`src/rtl/ad9220_capture.sv`:
```
// AD9220 front end: divided sample clock, pipeline flush, boxcar average of
// 2**AVG_LOG2 conversions onto a held output register, sticky OTR flag.
module ad9220_capture #(
    parameter int CLK_FRE  = 50,
    parameter int ADC_DIV  = 10,
    parameter int AVG_LOG2 = 4
) (
    input  logic        clk_i,
    input  logic        rst_i,
    output logic        adc_clk_o,
    input  logic [11:0] adc_data_i,
    input  logic        adc_otr_i,
    input  logic        clear_otr_i,
    output logic [11:0] ad9220_data_o,
    output logic        data_valid_o,
    output logic        otr_flag_o
);

    // state   | meaning
    // S_FLUSH | dropping the first 3 captures (converter pipeline latency)
    // S_ACC   | summing captures into acc_q
    // S_DUMP  | one clk: publish acc_q >> AVG_LOG2, restart the sum

    localparam int DIV_W = $clog2(ADC_DIV);
    localparam int ACC_W = 12 + AVG_LOG2;
    localparam int SMP_W = AVG_LOG2 + 1;
    localparam logic [DIV_W-1:0] DIV_LAST = DIV_W'(ADC_DIV - 1);
    localparam logic [DIV_W-1:0] DIV_HALF = DIV_W'(ADC_DIV / 2);
    localparam logic [SMP_W-1:0] SMP_LAST = SMP_W'((1 << AVG_LOG2) - 1);

    if (ADC_DIV < 4 || (ADC_DIV % 2) != 0 || AVG_LOG2 < 0 || AVG_LOG2 > 8 || CLK_FRE <= 0) begin : g_param_check
        $error("ad9220_capture: illegal parameter combination");
    end

    typedef enum logic [1:0] {S_FLUSH, S_ACC, S_DUMP} state_t;

    state_t             state_q, state_d;
    logic [DIV_W-1:0]   div_cnt_q, div_cnt_d;
    logic               adc_clk_q, adc_clk_d;
    logic [11:0]        in_reg_q, in_reg_d;
    logic               in_otr_q, in_otr_d;
    logic               acc_en_q, acc_en_d;
    logic [1:0]         flush_cnt_q, flush_cnt_d;
    logic [ACC_W-1:0]   acc_q, acc_d;
    logic [SMP_W-1:0]   smp_cnt_q, smp_cnt_d;
    logic [11:0]        data_q, data_d;
    logic               valid_q, valid_d;
    logic               otr_q, otr_d;
    logic               tick;

    always_ff @(posedge clk_i) begin
        if (rst_i) begin
            state_q     <= S_FLUSH;
            div_cnt_q   <= '0;
            adc_clk_q   <= 1'b0;
            in_reg_q    <= '0;
            in_otr_q    <= 1'b0;
            acc_en_q    <= 1'b0;
            flush_cnt_q <= '0;
            acc_q       <= '0;
            smp_cnt_q   <= '0;
            data_q      <= '0;
            valid_q     <= 1'b0;
            otr_q       <= 1'b0;
        end else begin
            state_q     <= state_d;
            div_cnt_q   <= div_cnt_d;
            adc_clk_q   <= adc_clk_d;
            in_reg_q    <= in_reg_d;
            in_otr_q    <= in_otr_d;
            acc_en_q    <= acc_en_d;
            flush_cnt_q <= flush_cnt_d;
            acc_q       <= acc_d;
            smp_cnt_q   <= smp_cnt_d;
            data_q      <= data_d;
            valid_q     <= valid_d;
            otr_q       <= otr_d;
        end
    end

    always_comb begin
        tick        = (div_cnt_q == '0);
        div_cnt_d   = (div_cnt_q == DIV_LAST) ? '0 : div_cnt_q + 1'b1;
        // adc_clk tracks the counter value it will sit beside, so it stays registered
        adc_clk_d   = (div_cnt_d >= DIV_HALF);
        in_reg_d    = tick ? adc_data_i : in_reg_q;
        in_otr_d    = tick ? adc_otr_i : in_otr_q;
        acc_en_d    = tick;

        state_d     = state_q;
        flush_cnt_d = flush_cnt_q;
        acc_d       = acc_q;
        smp_cnt_d   = smp_cnt_q;
        data_d      = data_q;
        valid_d     = 1'b0;
        otr_d       = clear_otr_i ? 1'b0 : otr_q;

        case (state_q)
            S_FLUSH: begin
                if (acc_en_q) begin
                    if (flush_cnt_q == 2'd2) begin
                        flush_cnt_d = '0;
                        state_d     = S_ACC;
                    end else begin
                        flush_cnt_d = flush_cnt_q + 1'b1;
                    end
                end
            end
            S_ACC: begin
                if (acc_en_q) begin
                    acc_d     = acc_q + ACC_W'(in_reg_q);
                    smp_cnt_d = smp_cnt_q + 1'b1;
                    // a new OTR sample overrides a coincident clear
                    if (in_otr_q) otr_d = 1'b1;
                    if (smp_cnt_q == SMP_LAST) state_d = S_DUMP;
                end
            end
            S_DUMP: begin
                data_d    = acc_q[AVG_LOG2 +: 12];
                valid_d   = 1'b1;
                acc_d     = '0;
                smp_cnt_d = '0;
                state_d   = S_ACC;
            end
            default: state_d = S_FLUSH;
        endcase
    end

    assign adc_clk_o     = adc_clk_q;
    assign ad9220_data_o = data_q;
    assign data_valid_o  = valid_q;
    assign otr_flag_o    = otr_q;

endmodule
```
`config.mk`:
```
export PLATFORM = sky130hd
export DESIGN_NAME = ad9220_capture
export DESIGN_NICKNAME = d
export VERILOG_FILES = /design/src/rtl/ad9220_capture.sv
export SDC_FILE = /design/constraint.sdc
export NUM_CORES = 1
export LEC_CHECK = 0
export ABC_AREA = 1
export CORE_ASPECT_RATIO = 1.75
export CORE_UTILIZATION = 56
export DETAILED_ROUTE_END_ITERATION = 10
export GPL_ROUTABILITY_DRIVEN = 0
export PLACE_DENSITY_LB_ADDON = 0.05
export SLEW_MARGIN = 20
export SYNTH_ARGS = -nofsm -noshare
export SYNTH_HDL_FRONTEND = slang
export SYNTH_SLANG_ARGS = --single-unit
```
`constraint.sdc`:
```
create_clock -name clk_i -period 2.3 [get_ports clk_i]
set_input_delay 0.46 -clock clk_i [delete_from_list [all_inputs] [get_ports clk_i]]
set_output_delay 0.46 -clock clk_i [all_outputs]
set_load 0.1 [all_outputs]
```
==> results of run 1 <==
## per-layer routing
| metal | vias to the layer above | track usage | share of wire |
|---|---|---|---|
| met2 | 64 | 0.467 | 0.50 |
| li1 | 1338 | - | - |
| met5 | - | 0 | 0 |
| met1 | 1165 | 0.262 | 0.38 |
| met4 | 0 | 0.257 | 0.084 |
| met3 | 33 | 0.0573 | 0.033 |
## area by class of cell
cell class	count	area, um2
clock inverters	6	65.1
inverters	44	165
clock buffers	10	138
flip-flops and latches	58	1160
fillers	451	1600
multi-input cells	273	1500
repair buffers	33	285
well taps	54	67.6
## power by group
group	leakage (nW)	internal (mW)	switching [mW]	total, mW
Clock	0.103	0.531	0.427	0.957
Combinational	0.926	0.0863	0.136	0.222
Sequential	0.472	1.04	0.0277	1.07
Total	1.50	1.66	0.590	2.25
## synthesized netlist by cell type (2+ instances only)
| cell type | instances | area, um2 |
|---|---|---|
| o32ai_1 | 2 | 17.5 |
| a211oi_1 | 2 | 15.0 |
| nand2_1 | 79 | 297 |
| nand3_2 | 6 | 60.1 |
| nor2_1 | 47 | 176 |
| buf_6 | 2 | 22.5 |
| dfxtp_1 | 58 | 1160 |
| nor2_2 | 8 | 50.1 |
| nand2_2 | 8 | 50.1 |
| nand4_1 | 3 | 18.8 |
| buf_4 | 3 | 22.5 |
| a21oi_1 | 25 | 125 |
| buf_2 | 3 | 15.0 |
| nor4_1 | 2 | 12.5 |
| inv_1 | 38 | 143 |
| buf_1 | 2 | 7.51 |
| a22o_1 | 11 | 96.3 |
| o21ai_0 | 16 | 80.1 |
| inv_2 | 5 | 18.8 |
| nand3b_1 | 2 | 15.0 |
| o21ai_1 | 9 | 45.0 |
| nand3_1 | 22 | 110 |
| a21oi_2 | 5 | 43.8 |
| ha_1 | 14 | 175 |
## registers in the layout, summed over array words and instances, names as in the netlist
| name | flops |
|---|---|
| acc_en_q | 1 |
| acc_q | 16 |
| ad9220_data_o | 12 |
| adc_clk_o | 1 |
| data_valid_o | 1 |
| div_cnt_q | 4 |
| flush_cnt_q | 2 |
| in_otr_q | 1 |
| in_reg_q | 12 |
| otr_flag_o | 1 |
| smp_cnt_q | 5 |
| state_q | 2 |
## metrics by stage
stage | total power [mW] | cell area [um2] | worst slack [ps]
after detailed placement | 1.32 | 3180 | 464
after global routing | 2.35 | 3380 | 271
after global placement | 1.31 | 3180 | 499
after floorplan | 1.24 | 2900 | 652
after CTS | 2.27 | 3380 | 498
final | 2.25 | 3380 | 475
## worst max-delay path: stages, from the launching register on
cell     delay (ps)
dfxtp_1         340
ha_1            190
inv_1            60
fa_1            390
inv_1            90
nand3_1          70
nand3_1         120
nand2_1          80
nand2_1          90
nand2_1          50
nand2_1          80
nand3_1          70
nand2_1          60
nor2_1           40
## cells in the final DEF, fill, tap and decap left out, types with 2 or more instances in the layout
cell type / Yosys / layout
nand2_1: 79 / 79
dfxtp_1: 58 / 58
nor2_1: 47 / 47
inv_1: 38 / 38
a21oi_1: 25 / 25
nand3_1: 22 / 22
buf_4: 3 / 18
o21ai_0: 16 / 16
clkdlybuf4s50_1: 0 / 15
ha_1: 14 / 14
a22o_1: 11 / 11
clkbuf_8: 0 / 10
o21ai_1: 9 / 9
nand2_2: 8 / 8
nor2_2: 8 / 8
nand3_2: 6 / 6
a21oi_2: 5 / 5
inv_2: 5 / 5
nand4_1: 3 / 3
o32ai_1: 2 / 2
nor4_1: 2 / 2
a211oi_1: 2 / 2
nand3b_1: 2 / 2
clkinv_2: 0 / 2
## logic make-up after synthesis
group                      after synthesis
buffers and inverters                   55
adders and majority gates               15
xor gates and xnor gates                 2
AOI/OAI and AO/OA                       74
and+or+nand+nor                        182
DFF                                     58
## worst min path at each step
| stage | endpoint | from | slack [ps] |
|---|---|---|---|
| detailed placement | ad9220_data_o[10] | ad9220_data_o[10] | 440 |
| global placement | ad9220_data_o[10] | ad9220_data_o[10] | 440 |
| finish | ad9220_data_o[10] | ad9220_data_o[10] | 450 |
| global route | ad9220_data_o[10] | ad9220_data_o[10] | 490 |
| floorplan | in_otr_q | in_otr_q | 430 |
| CTS | ad9220_data_o[10] | ad9220_data_o[10] | 460 |
==> flow_summary_export.csv, run 1 <==
group,metric,value,unit
logic_synthesis,yosys.area_share.simple,0.286,
clock_network,clockBufferDepth,2,
sta,fmax,548,MHz
sta,period_share,0.793,
placement,port_buffers,30,
placement,dp.cells,462,
min_path,whs_path_depth,2,
sta,maxSlewViolCount,0,
logic_synthesis,synth_top_family_by_area,"simple AND/OR/NAND/NOR gates",
worst_setup_path,timing.rr.end,"acc_q[12]",
logic_synthesis,yosys-mux-area-fraction,0,
floorplan,die_h,97.1,um
sta,holdWs,453,ps
floorplan,num_rows,34,
worst_setup_path,rr_worst_depth,13,
floorplan,fp.dieArea,5480,um2
logic_synthesis,avgSynthCellArea,7.50,um2
logic_synthesis,synth_area,2900,um2
clock_network,cts_sinks,58,
detailed_routing,wire_per_inst,14.0,um
global_route,grt_pass1_vias,2567,
logic_synthesis,synth_xor_area_frac,0.00605,
floorplan,die_w,56.4,um
detailed_routing,viasPerCell,5.44,
global_route,grt_max_degree,19,
sta,setup_tns,0,ps
worst_setup_path,reg2reg_from,"in_reg_q[0]",
worst_setup_path,critPathKind,"reg2reg",
run,drv_cap,0,
sta,max-slew-margin-rel,0.774,
logic_synthesis,synth_enable_flop_cells,0,
detailed_routing,wl,6700,um
floorplan,start_util,0.582,
clock_network,cts_tree,"built",
outcome,status,"complete, no violations",
logic_synthesis,syn_nets,417,
clock_network,root_buffer,"clkbuf_8",
sta,finalSetupViolCount,0,
sta,rsz0062_at_grt,"false",
global_route,antenna_found_initial,0,
clock_network,cts_buffers,9,
worst_setup_path,cp-end-kind,"register",
clock_network,post_cts_buffers,0,
detailed_routing,first_iter_violations,66,
clock_network,cts_resized,0,
logic_synthesis,synth-seq-area-share,0.401,
detailed_routing,drc_errors,0,
sta,tightest_slew,335,ps
floorplan,coreArea,4980,um2
worst_setup_path,arrival,2060,ps
global_route,grt_use_total,0.273,
floorplan,num_io_pins,31,
logic_synthesis,yosys.area_share.adder,0.0674,
layout,fin_nets,450,
logic_synthesis,synth_compound_area_frac,0.158,
global_route,overflow,0,
placement,hpwl,5190,um
sta,hold_violations,0,
clock_network,clock_latency,340,ps
layout,fin_util,0.679,
logic_synthesis,ys_types,38,
logic_synthesis,ys_async_sr_fraction,0,
layout,diodes,0,
logic_synthesis,yosys_register_bits,58,
clock_network,clkTransAtPathRegs,70,ps
global_route,grt_pass1_wl,11400,um
layout,area_growth,16.7,%
sta,final.min_clock_period,1820,ps
clock_network,cts.htree.levels,3,
min_path,hp-class,"reg2reg",
logic_synthesis,synth_cells,386,
pwr,p_leak,1.50,nW
layout,layout.cells.non_filler,478,
layout,drive_gt1_frac,0.165,
worst_setup_path,r2r_setup_slack,480,ps
worst_setup_path,endpoint,"acc_q[12]",
sta,finClkSkew,8.90,ps
worst_setup_path,startpoint_type,"register",
worst_setup_path,crit_start,"in_reg_q[0]",
detailed_routing,firstDrtPassIters,4,
clock_network,ctsHoldBuffers,0,
worst_setup_path,required,2540,ps
logic_synthesis,ys_warn_count,0,
worst_setup_path,cp_max_fo,3,
detailed_routing,vias,2600,
detailed_routing,antenna_left,0,
logic_synthesis,synth_ff_type,"dfxtp_1",
pwr,p_per_area,666,nW/um2
pwr,vdd_drop_max,650,uV
No activity file was read; power rests on OpenSTA's default activity.
==> run 2, diff against run 1 <==
Settings changed: CORE_UTILIZATION 56 to 51.
Clock period 2.3 ns to 1.6 ns, I/O delays scaled along.
==> run 2 against run 1 <==
Against the previous run:
- the run now ends with DRC, setup timing left
- largest cell class unchanged
- clock power grew 37%
- die area increased by 9.5%
- critical path depth stayed put
- critical path type unchanged
- via count grew 2.5%
- highest routed layer unchanged
- sequential share of layout area is 4.0 points lower
- total power up 44%
- wire length grew 4.5%
- critical endpoint unchanged
- combinational power up 67%
- clock skew about the same
- setup slack worse by 490 ps
- non-clock buffer count is 11 higher
- sequential cell count is the same
==> flow_summary_export.csv, run 2 (synthesis results as in run 1) <==
group,metric,value,unit
outcome,status,"finished with violations",
min_path,hp-class,"reg2reg",
pwr,total_power,3.24,mW
worst_setup_path,required,1840,ps
clock_network,clkTransAtPathRegs,60,ps
min_path,whs_path_depth,2,
pwr,vdd_drop_max,807,uV
worst_setup_path,reg2reg_from,"in_reg_q[0]",
worst_setup_path,cp_max_fo,2,
worst_setup_path,cpMaxStageDelayCell,"dfxtp_2",
clock_network,cts_tree,"built",
sta,maxSlewViolCount,0,
detailed_routing,wl,7000,um
detailed_routing,antenna_left,0,
worst_setup_path,rr_worst_depth,13,
detailed_routing,firstDrtPassIters,7,
sta,final.min_clock_period,1620,ps
worst_setup_path,startpoint_type,"register",
placement,dp_slack,-99.3,ps
sta,finalWorstSetupSlack,-19.1,ps
sta,hold_violations,0,
clock_network,cts_sinks,58,
worst_setup_path,worst-path-buf-inv,2,
global_route,antenna_found_initial,0,
sta,fmax,618,MHz
placement,dp.cells,495,
placement,port_buffers,30,
layout,fin_nets,461,
layout,fill_cells,478,
floorplan,num_io_pins,31,
worst_setup_path,critPathKind,"reg2reg",
outcome,violations,"DRC, setup timing",
floorplan,start_util,0.523,
layout,top_register,"acc_q",
global_route,grt_pass1_vias,2570,
clock_network,clock_latency,340,ps
worst_setup_path,critPathTopFamily,"simple AND/OR/NAND/NOR gates",
min_path,hp-start,"in_otr_q",
detailed_routing,viasPerCell,5.22,
clock_network,post_cts_buffers,0,
layout,layout_commonest_cell,"nand2_1",
global_route,grt_pass1_wl,11100,um
sta,period_share,1.01,
worst_setup_path,path_cells,"ha_4, inv_2, fa_2, inv_2, nand3_2, nand3_2, nand2_2, nand2_2, nand2_1, nand2_1, nand3_1, nand2_1, nor2_1",
worst_setup_path,cpPeakStageDelay,350,ps
clock_network,cts.htree.levels,3,
clock_network,cts_buffers,9,
sta,finClkSkew,8.68,ps
detailed_routing,wire_per_inst,13.7,um
sta,rsz0062_at_grt,"true",
run,drv_cap,0,
layout,area_growth,33.6,%
sta,tightest_slew,340,ps
clock_network,clockBufferDepth,2,
floorplan,fp.dieArea,6000,um2
sta,setup_tns,-19.1,ps
layout,layout.cells.non_filler,510,
pwr,p_leak,1.59,nW
detailed_routing,vias,2664,
sta,holdWs,462,ps
floorplan,die_h,102,um
clock_network,root_buffer,"clkbuf_8",
global_route,grt_max_degree,19,
layout,final_cell_mix,"76 x nand2_1, 49 x dfxtp_1, 47 x nor2_1, 36 x inv_1, 20 x a21oi_1",
floorplan,die_w,59.0,um
layout,diodes,0,
min_path,holdPathEnd,"in_otr_q",
worst_setup_path,cp_common_cell,"nand2_1",
layout,largest_reg_flops,16,
detailed_routing,first_iter_violations,71,
detailed_routing,drc_errors,1,
layout,drive_gt1_frac,0.272,
floorplan,coreArea,5540,um2
global_route,overflow,0,
pwr,p_per_area,838,nW/um2
sta,finalSetupViolCount,1,
worst_setup_path,r2r_setup_slack,-20,ps
worst_setup_path,cp-end-kind,"register",
placement,hpwl,5130,um
worst_setup_path,timing.rr.end,"acc_q[12]",
sta,max-slew-margin-rel,0.773,
worst_setup_path,arrival,1860,ps
global_route,grt_use_total,0.254,
floorplan,num_rows,36,
-- run 2: cell types whose count changed in the layout (fill, tap and decap cells not counted), sizes merged --
cell / change
clkbuf: +2
buf: +11
clkinvlp: -1
inv: -1
clkinv: -1
-- run 2: cell type report --
type	instances	area, um2	area share
tap	76	95.1	0.0246
inverter	44	165	0.0427
timing repair buffer	44	581	0.150
multi-input combinational	273	1670	0.432
clock inverter	3	40.0	0.0103
sequential	58	1170	0.303
clock buffer	12	145	0.0375
-- run 2: worst max-delay path by stage --
stage | startpoint | to | slack [ps] | cells after the start
2_1_floorplan | in_reg_q[0] | acc_q[12] | 2 | 13
3_3_place_gp | in_reg_q[0] | acc_q[12] | -80 | 13
3_5_place_dp | in_reg_q[0] | acc_q[12] | -100 | 13
4_1_cts | acc_q[0] | acc_q[12] | -50 | 13
5_1_grt | in_reg_q[0] | acc_q[12] | -140 | 13
6_report | in_reg_q[0] | acc_q[12] | -20 | 13
-- run 2: power by group --
| group | internal, mW | switching (mW) | total, mW | leakage (nW) |
|---|---|---|---|---|
| Clock | 0.748 | 0.563 | 1.31 | 0.0962 |
| Sequential | 1.50 | 0.0557 | 1.56 | 0.475 |
| Combinational | 0.165 | 0.207 | 0.371 | 1.02 |
-- run 2: worst reg2reg max path, cell delays in order (launching register included) --
cell,delay (ps)
dfxtp_2,350
ha_4,140
inv_2,30
fa_2,350
inv_2,70
nand3_2,60
nand3_2,80
nand2_2,70
nand2_2,70
nand2_1,50
nand2_1,70
nand3_1,70
nand2_1,70
nor2_1,30
-- run 2: through the flow --
stage	utilization	instance area (um2)
CTS	0.671	3720
finish	0.698	3870
floorplan	-	2900
global placement	0.633	3510
detailed placement	0.633	3510
global route	0.698	3870
-- run 2: timing repair --
| item | CTS | global route |
|---|---|---|
| endpoints found under the setup margin | 6 | 13 |
| gates resized for setup | 10 | 36 |
| hold buffers | 0 | 0 |
| pin swaps | 5 | 7 |
-- run 2: metal layers --
layer  up-vias  GRT usage  share of wire
met5         -          0              0
met4         0      0.154          0.049
met3        27     0.0587          0.024
met2        50      0.484           0.56
met1      1226      0.231           0.37
li1       1361          -              -
